### src/rtl/cnn_fp16_pkg.sv
// Shared fp16 types and constants for the CNN feature-map pipeline.
package cnn_fp16_pkg;

  typedef logic [15:0] fp16_t;

  localparam fp16_t FP16_NEG_INF  = 16'hFC00;
  localparam fp16_t FP16_POS_ZERO = 16'h0000;

  // Width of a counter that spans 0..n-1; never narrower than one bit.
  function automatic int unsigned cnt_w(input int unsigned n);
    return (n <= 2) ? 1 : $clog2(n);
  endfunction

endpackage

### src/rtl/fp16_max_comparator.sv
// Combinational fp16 max: sign-magnitude order, +0 == -0, ties return operand a.
module fp16_max_comparator
  import cnn_fp16_pkg::*;
(
  input  fp16_t a,
  input  fp16_t b,
  output fp16_t max_val
);

  logic w_a_zero;
  logic w_b_zero;
  logic w_b_gt;

  assign w_a_zero = (a[14:0] == 15'd0);
  assign w_b_zero = (b[14:0] == 15'd0);

  always_comb begin
    w_b_gt = 1'b0;
    if (w_a_zero && w_b_zero) begin
      w_b_gt = 1'b0;
    end else if (a[15] != b[15]) begin
      w_b_gt = a[15];
    end else if (!a[15]) begin
      w_b_gt = (b[14:0] > a[14:0]);
    end else begin
      // Both negative: smaller magnitude is larger.
      w_b_gt = (b[14:0] < a[14:0]);
    end
  end

  assign max_val = w_b_gt ? b : a;

endmodule

### src/rtl/maxpool_stream.sv
// Streaming KxK / stride-K fp16 max-pool with a line buffer of per-window partial maxima.
module maxpool_stream
  import cnn_fp16_pkg::*;
#(
  parameter int unsigned DATA_W = 16,
  parameter int unsigned IMG_W  = 24,
  parameter int unsigned IMG_H  = 24,
  parameter int unsigned POOL_K = 2
) (
  input  logic              clk,
  input  logic              rst,
  input  logic              clear,
  input  logic [DATA_W-1:0] in_data,
  input  logic              in_valid,
  output logic              in_ready,
  output logic [DATA_W-1:0] out_data,
  output logic              out_valid,
  input  logic              out_ready,
  output logic              out_last
);

  localparam int unsigned GN = IMG_W / POOL_K;
  localparam int unsigned WN = IMG_H / POOL_K;
  localparam int unsigned KW = cnt_w(POOL_K);
  localparam int unsigned GW = cnt_w(GN);
  localparam int unsigned RW = cnt_w(WN);

  localparam logic [KW-1:0] K_MAX = KW'(POOL_K - 1);
  localparam logic [GW-1:0] G_MAX = GW'(GN - 1);
  localparam logic [RW-1:0] R_MAX = RW'(WN - 1);

  if (DATA_W != 16 || POOL_K < 2 || POOL_K > 4 ||
      (IMG_W % POOL_K) != 0 || (IMG_H % POOL_K) != 0) begin : g_param_check
    $fatal(1, "maxpool_stream: illegal parameter combination");
  end

  logic [KW-1:0]     r_kc;
  logic [KW-1:0]     r_kr;
  logic [GW-1:0]     r_g;
  logic [RW-1:0]     r_wr;
  logic [DATA_W-1:0] r_acc;
  logic [DATA_W-1:0] r_out_data;
  logic              r_out_valid;
  logic              r_out_last;
  logic [DATA_W-1:0] r_linebuf [GN];

  logic              w_accept;
  logic              w_kc_last;
  logic              w_g_last;
  logic              w_kr_last;
  logic              w_wr_last;
  logic              w_win_done;
  logic [DATA_W-1:0] w_base;
  logic [DATA_W-1:0] w_partial;

  assign in_ready   = !r_out_valid || out_ready;
  assign w_accept   = in_valid && in_ready;
  assign w_kc_last  = (r_kc == K_MAX);
  assign w_g_last   = (r_g == G_MAX);
  assign w_kr_last  = (r_kr == K_MAX);
  assign w_wr_last  = (r_wr == R_MAX);
  assign w_win_done = w_kc_last && w_kr_last;

  // First pixel of a window row starts from the line buffer, except the window's top row.
  always_comb begin
    w_base = FP16_NEG_INF;
    if (r_kc != '0) begin
      w_base = r_acc;
    end else if (r_kr != '0) begin
      w_base = r_linebuf[r_g];
    end
  end

  fp16_max_comparator u_max (
    .a      (in_data),
    .b      (w_base),
    .max_val(w_partial)
  );

  always_ff @(posedge clk or posedge rst) begin
    if (rst) begin
      r_kc  <= '0;
      r_g   <= '0;
      r_kr  <= '0;
      r_wr  <= '0;
      r_acc <= FP16_NEG_INF;
    end else if (clear) begin
      r_kc  <= '0;
      r_g   <= '0;
      r_kr  <= '0;
      r_wr  <= '0;
      r_acc <= FP16_NEG_INF;
    end else if (w_accept) begin
      r_acc <= w_partial;
      if (!w_kc_last) begin
        r_kc <= r_kc + 1'b1;
      end else begin
        r_kc <= '0;
        if (!w_g_last) begin
          r_g <= r_g + 1'b1;
        end else begin
          r_g <= '0;
          if (!w_kr_last) begin
            r_kr <= r_kr + 1'b1;
          end else begin
            r_kr <= '0;
            r_wr <= w_wr_last ? '0 : r_wr + 1'b1;
          end
        end
      end
    end
  end

  always_ff @(posedge clk) begin
    if (w_accept && w_kc_last && !w_kr_last) begin
      r_linebuf[r_g] <= w_partial;
    end
  end

  always_ff @(posedge clk or posedge rst) begin
    if (rst) begin
      r_out_valid <= 1'b0;
      r_out_data  <= FP16_POS_ZERO;
      r_out_last  <= 1'b0;
    end else if (clear) begin
      r_out_valid <= 1'b0;
      r_out_data  <= FP16_POS_ZERO;
      r_out_last  <= 1'b0;
    end else if (w_accept && w_win_done) begin
      r_out_valid <= 1'b1;
      r_out_data  <= w_partial;
      r_out_last  <= w_g_last && w_wr_last;
    end else if (out_ready) begin
      r_out_valid <= 1'b0;
      r_out_last  <= 1'b0;
    end
  end

  assign out_data  = r_out_data;
  assign out_valid = r_out_valid;
  assign out_last  = r_out_last;

endmodule

### config.mk
export PLATFORM = sky130hd
export DESIGN_NAME = maxpool_stream
export DESIGN_NICKNAME = d
export VERILOG_FILES = /design/src/rtl/cnn_fp16_pkg.sv /design/src/rtl/fp16_max_comparator.sv /design/src/rtl/maxpool_stream.sv
export SDC_FILE = /design/constraint.sdc
export NUM_CORES = 1
export LEC_CHECK = 0
export BUFFER_PORTS_ARGS = -buffer_cell sky130_fd_sc_hd__buf_2
export CAP_MARGIN = 20
export CORE_ASPECT_RATIO = 1.25
export CORE_MARGIN = 1.5
export CORE_UTILIZATION = 42
export CTS_CLUSTER_SIZE = 24
export DETAILED_ROUTE_END_ITERATION = 10
export MAX_ROUTING_LAYER = met4
export SETUP_SLACK_MARGIN = 0.1
export SYNTH_ARGS = -nofsm -noshare
export SYNTH_HDL_FRONTEND = slang
export SYNTH_SLANG_ARGS = --single-unit
### constraint.sdc
create_clock -name clk -period 8.9 [get_ports clk]
set_input_delay 1.78 -clock clk [delete_from_list [all_inputs] [get_ports clk]]
set_output_delay 1.78 -clock clk [all_outputs]
set_load 0.1 [all_outputs]
### Word-level counts from Yosys, hierarchy flattened

Memory sizes are Yosys's and may differ from the RTL's.
Index checks and enable logic that the tools add are counted.

| storage, ports and cells | value |
|---|---|
| bits in writable memories | 192 |
| word-level logic and storage cells | 74 |
| register bits | 44 |
| memories | 1 |

Memories:

| name | depth | bits a word | read ports | clocked after memory_dff | write ports | RTL line | RTL |
|---|---|---|---|---|---|---|---|
| r_linebuf | 12 | 16 | 1 | 0 | 1 | maxpool_stream.sv:45 | `logic [DATA_W-1:0] r_linebuf [GN];` |

| cells by class | value |
|---|---|
| magnitude comparators | 2 |
| multiplexer cells | 35 |
| add/sub/neg operators | 4 |
| reductions and logical operators | 21 |
| equality and inequality tests | 3 |

Operators with widths:

| kind | count |
|---|---|
| $mux 16 | 7 |
| $mux 4 | 10 |
| $logic_not 15->1 | 2 |
| $mux 1 | 18 |
| $gt 15x15->1 | 1 |
| $lt 15x15->1 | 1 |
| $reduce_bool 2->1 | 5 |
| $add 4x1->4 const B | 2 |
| $eq 4x4->1 const B | 2 |
| $logic_and 1x1->1 | 7 |
| $reduce_and 4->1 | 1 |
| $reduce_and 3->1 | 1 |
| $reduce_bool 3->1 | 1 |
| $add 1x1->1 const B | 2 |
| $logic_not 1->1 | 2 |
| $reduce_and 2->1 | 1 |
| $logic_or 1x1->1 | 1 |
| $ne 1x1->1 | 1 |

### Depth between registers and ports, before layout

An unclocked memory read counts as a cell.

| depth | value |
|---|---|
| depth after elaboration | 10 |
| gate-level depth with buffers | 19 |

### By module

A second synthesis with hierarchy kept.

| unflattened totals | value |
|---|---|
| cell total of the unflattened synthesis | 632 |
| area, all modules | 10191.0 µm² |

By module, submodules not included:

| module | seq. area each (µm²) | instances | cells an instance | area an instance (µm²) |
|---|---|---|---|---|
| maxpool_stream | 6874.1 | 1 | 549 | 9502.9 |
| fp16_max_comparator | 0.0 | 1 | 83 | 688.2 |

### Least setup slack after synthesis

OpenSTA, ideal clock, no wires.

| path | value |
|---|---|
| path type | in2reg |
| start point | in in_data[8] |
| end point | mem r_linebuf[0][0], data pin |
| stages | 12 |
| setup time | 268 ps |
| slack | 4301 ps |
| data arrival time | 4331 ps |
| path buffers | 2 |
| data required time | 8632 ps |
| cell sequence | inv_1 > ha_1 > a211o_1 > o211ai_1 > a21oi_1 > a2111oi_0 > and2_1 > o32a_1 > clkbuf_1 > clkbuf_1 > a21oi_1 > a21oi_1 |

| on the way | value |
|---|---|
| cells in the longest elaborated chain, start to end | 5 |
| elaborated cells between the ends (all ways) | 8 |
| those cells by class | order compare: 2; mux: 4; reduce/logical: 2 |

Ends and longest elaborated chain:

| element | RTL line | RTL |
|---|---|---|
| from (decl) | maxpool_stream.sv:13 | `input logic [DATA_W-1:0] in_data,` |
| $gt 15x15->1 or $lt 15x15->1 (tied branches) | fp16_max_comparator.sv:24, fp16_max_comparator.sv:27 |  |
| $mux 1 | fp16_max_comparator.sv:23 | `end else if (!a[15]) begin` |
| $mux 1 | fp16_max_comparator.sv:21 | `end else if (a[15] != b[15]) begin` |
| $mux 1 (*) | fp16_max_comparator.sv:19 | `if (w_a_zero && w_b_zero) begin` |
| $mux 16 (*) | fp16_max_comparator.sv:31 | `assign max_val = w_b_gt ? b : a;` |
| named net u_max.max_val[0] | fp16_max_comparator.sv:7 | `output fp16_t max_val` |
| to (decl) | maxpool_stream.sv:45 |  |

The timed path passes the listed nets; every way through them passes the cells marked *.

### Final worst setup path

| path | value |
|---|---|
| start point | reg r_g[0] |
| end point | mem r_linebuf[2][10], data pin |

| on the way | value |
|---|---|
| cells in the longest elaborated chain, start to end | 8 |
| elaborated cells between the ends (all ways) | 12 |
| those cells by class | order compare: 2; eq/ne: 1; mux: 6; reduce/logical: 2; memory: 1 |

Ends and longest elaborated chain:

| element | RTL line | RTL |
|---|---|---|
| from (decl) | maxpool_stream.sv:39 | `logic [GW-1:0] r_g;` |
| from (signal assigned) | maxpool_stream.sv:100 | `r_g <= r_g + 1'b1;` |
| $mem_v2 12x16 (*) | - |  |
| $mux 16 (*) | maxpool_stream.sv:69 | `end else if (r_kr != '0) begin` |
| $mux 16 (*) | maxpool_stream.sv:67 | `if (r_kc != '0) begin` |
| $gt 15x15->1 or $lt 15x15->1 (tied branches) | fp16_max_comparator.sv:24, fp16_max_comparator.sv:27 |  |
| $mux 1 | fp16_max_comparator.sv:23 |  |
| $mux 1 | fp16_max_comparator.sv:21 |  |
| $mux 1 | fp16_max_comparator.sv:19 |  |
| $mux 16 (*) | fp16_max_comparator.sv:31 |  |
| named net u_max.max_val[10] | fp16_max_comparator.sv:7 |  |

Marked as above.

==> results.sh <==
export IMPL_die_w_um=144
export IMPL_insertion_delay_ns=0.52
export IMPL_synth_largest_area_cell="edfxtp_1"
export IMPL_clockBufferDepth=3
export IMPL_overflow=0
export IMPL_async_reset_ff_share_pct=18.6
export IMPL_hold_violations=0
export IMPL_netlist_instances=686
export IMPL_critPathCaptureType="flop"
export IMPL_leakagePower_nw=4.09
export IMPL_grt_max_degree=53
export IMPL_clockRootBuffer="clkbuf_16"
export IMPL_syn_area_mm2=0.0104
export IMPL_relSlewSlack_pct=21.4
export IMPL_drc=0
export IMPL_cts_resized=0
export IMPL_setup_worst_path_class="reg2reg"
export IMPL_initial_utilization_pct=42.7
export IMPL_peakVddDrop_mv=0.111
export IMPL_htree_levels=1
export IMPL_pin_count=40
export IMPL_grt_pass1_vias=6246
export IMPL_grt_antenna_before_repair=0
export IMPL_worstPathArrival_ns=6.38
export IMPL_drtIter0Drc=571
export IMPL_fin_crit_ns=6.20
export IMPL_dp_slack_ns=2.85
export IMPL_setup_viol=0
export IMPL_fill_cells=2055
export IMPL_syn_avg_cell_area_um2=15.2
export IMPL_postCtsSetupRepairBufs=0
export IMPL_final_common_cell="edfxtp_1"
export IMPL_setup_slack_ns=2.70
export IMPL_tightestPinTransition_ns=1.17
export IMPL_drive_above_1_share_pct=20.2
export IMPL_outcome="finished clean"
export IMPL_grt_pass1_wl_mm=38.0
export IMPL_synth_edf_count=192
export IMPL_tritoncts="yes"
export IMPL_cts_buffers=24
export IMPL_worstPathRequired_ns=9.08
export IMPL_ys_seq_area_share_pct=65.9
export IMPL_hp_class="reg2reg"
export IMPL_synth_area_leaders="edfxtp_1 (55%), dfrtp_1 (9.1%), mux4_2 (6.9%)"
export IMPL_area_growth_synth_to_final_pct=12.9
export IMPL_routabilityCongestion=0.928
export IMPL_cts_sinks=236
export IMPL_slew_violations=0
export IMPL_die_area_mm2=0.0258
export IMPL_ys_types=64
export IMPL_cap_violations=0
export IMPL_ant_nets=0
export IMPL_vias=6293
export IMPL_mostFrequentLayoutCells="edfxtp_1 (192), nand2_1 (40), buf_2 (39)"
export IMPL_rsz0062_at_grt="no"
export IMPL_wl_per_cell_um=23.4
export IMPL_track_usage_pct=20.4
export IMPL_hpwl_mm=16.3
export IMPL_startpoint_type="flop"
export IMPL_coreArea_mm2=0.0244
export IMPL_wirelength_mm=25.3
export IMPL_ys_seq_elements=236
export IMPL_hold_slack_ns=0.482
export IMPL_period_share_pct=69.7
export IMPL_clkSlewWorstSetupHoldPaths_ns=0.06
export IMPL_timing_fmax_ghz=0.161
export IMPL_numPortBuffers=39
export IMPL_p_per_area_mw_per_mm2=203
export IMPL_antenna_cells=0
export IMPL_ys_flop_type="edfxtp_1"
export IMPL_fin_tns_setup_ns=0
export IMPL_syn_nets=727
export IMPL_dr_pass1_iters=6
export IMPL_via_per_inst=5.83
export IMPL_rows=64
export IMPL_hold_buffers=0
export IMPL_die_h_um=179
export IMPL_synth_top_area_share_pct=55.3
export IMPL_finClkSkew_ns=0.0181
export IMPL_final_nets=772
export IMPL_ys_warn_count=0
export IMPL_worstPathMaxFanout=29
metrics by stage:
step / power (mW) / std cells / util [%] / area [um^2]
4_1_cts: 2.40 / 1075 / 48.0 / 11700
6_report: 2.39 / 1079 / 48.2 / 11800
5_1_grt: 2.46 / 1079 / 48.2 / 11800
3_3_place_gp: 1.42 / 1031 / 44.9 / 11000
2_1_floorplan: 1.37 / 686 / - / 10400
3_5_place_dp: 1.43 / 1031 / 44.9 / 11000
metal layers:
layer	GRT usage, %	wire [um]	vias to the layer above
li1	-	-	2794
met1	27.9	11400	3263
met2	32.5	12300	200
met3	2.88	1240	36
met4	4.89	356	0
met5	-	0	-
cells in the mapped netlist, drive strengths merged, types with 3 or more instances:
library cell / instances
a21oi: 28
a221oi: 3
and2: 15
a22oi: 12
dfstp: 6
clkbuf: 25
nand4: 10
inv: 33
o211ai: 8
or2: 3
dfrtp: 38
nor2: 28
mux4: 41
nand3b: 16
ha: 20
o311ai: 8
mux2i: 14
nand2: 40
buf: 17
edfxtp: 192
nor4: 5
a2111o: 5
nor2b: 3
mux2: 13
a32o: 3
o21ai: 28
nand2b: 4
nor3: 9
nand3: 10
o22ai: 4
o31ai: 6
or3: 7
cell families after synthesis:
logic type / after synthesis / share of synthesized area [%]
compound gates: 128 / 8.52
xor+xnor: 1 / 0.0840
fa+ha+maj: 20 / 2.40
buf+inv: 75 / 3.23
flops: 236 / 65.9
mux: 68 / 11.9
simple gates: 158 / 7.96
state kept, by name, summed over array words and instances (netlist names), 4 cells and up:
name and flops:
r_wr 4, r_g 4, r_acc 16, r_linebuf 192, out_data 16
power by group:
part | internal, mW | switching, mW
Combinational | 0.0528 | 0.115
Clock | 0.575 | 0.403
Sequential | 1.23 | 0.00776
Total | 1.86 | 0.525
cell type report:
class / count / area [um^2] / area share, %
clock buffer: 35 / 663 / 5.63
timing repair buffer: 61 / 380 / 3.23
clock inverter: 9 / 98.8 / 0.839
tap: 330 / 413 / 3.51
inverter: 33 / 124 / 1.05
multi-input combinational: 375 / 3220 / 27.4
sequential: 236 / 6880 / 58.4
critical path, stage by stage, from the launching register on:
cell and delay [ns]:
dfrtp_2 0.76, buf_4 0.57, mux4_1 0.62, a22oi_1 0.16, o21ai_0 0.28, ha_1 0.31, a211o_1 0.27, o211ai_1 0.10
a21oi_1 0.10, a2111oi_0 0.77, and2_1 0.25, o32a_1 0.40, buf_4 0.34, mux2i_1 0.58, inv_1 0.33
worst paths after layout:
path | startpoint | end | slack [ns] | depth (start not counted)
max in group asynchronous | rst | r_g[1]$_DFFE_PP0P_ | 6.74 | 2
worst max register to register | r_g[0]$_DFFE_PP0P_ | r_linebuf[2][10]$_DFFE_PP_ | 2.70 | 14
worst max-delay path | r_g[0]$_DFFE_PP0P_ | r_linebuf[2][10]$_DFFE_PP_ | 2.70 | 14
worst min register to register | out_data[13]$_DFFE_PP0P_ | out_data[13]$_DFFE_PP0P_ | 0.48 | 2
min in group asynchronous | rst | r_wr[0]$_DFFE_PP0P_ | 1.49 | 2
worst min-delay path | out_data[13]$_DFFE_PP0P_ | out_data[13]$_DFFE_PP0P_ | 0.48 | 2
Note: power is estimated with default switching activity, not from simulation.
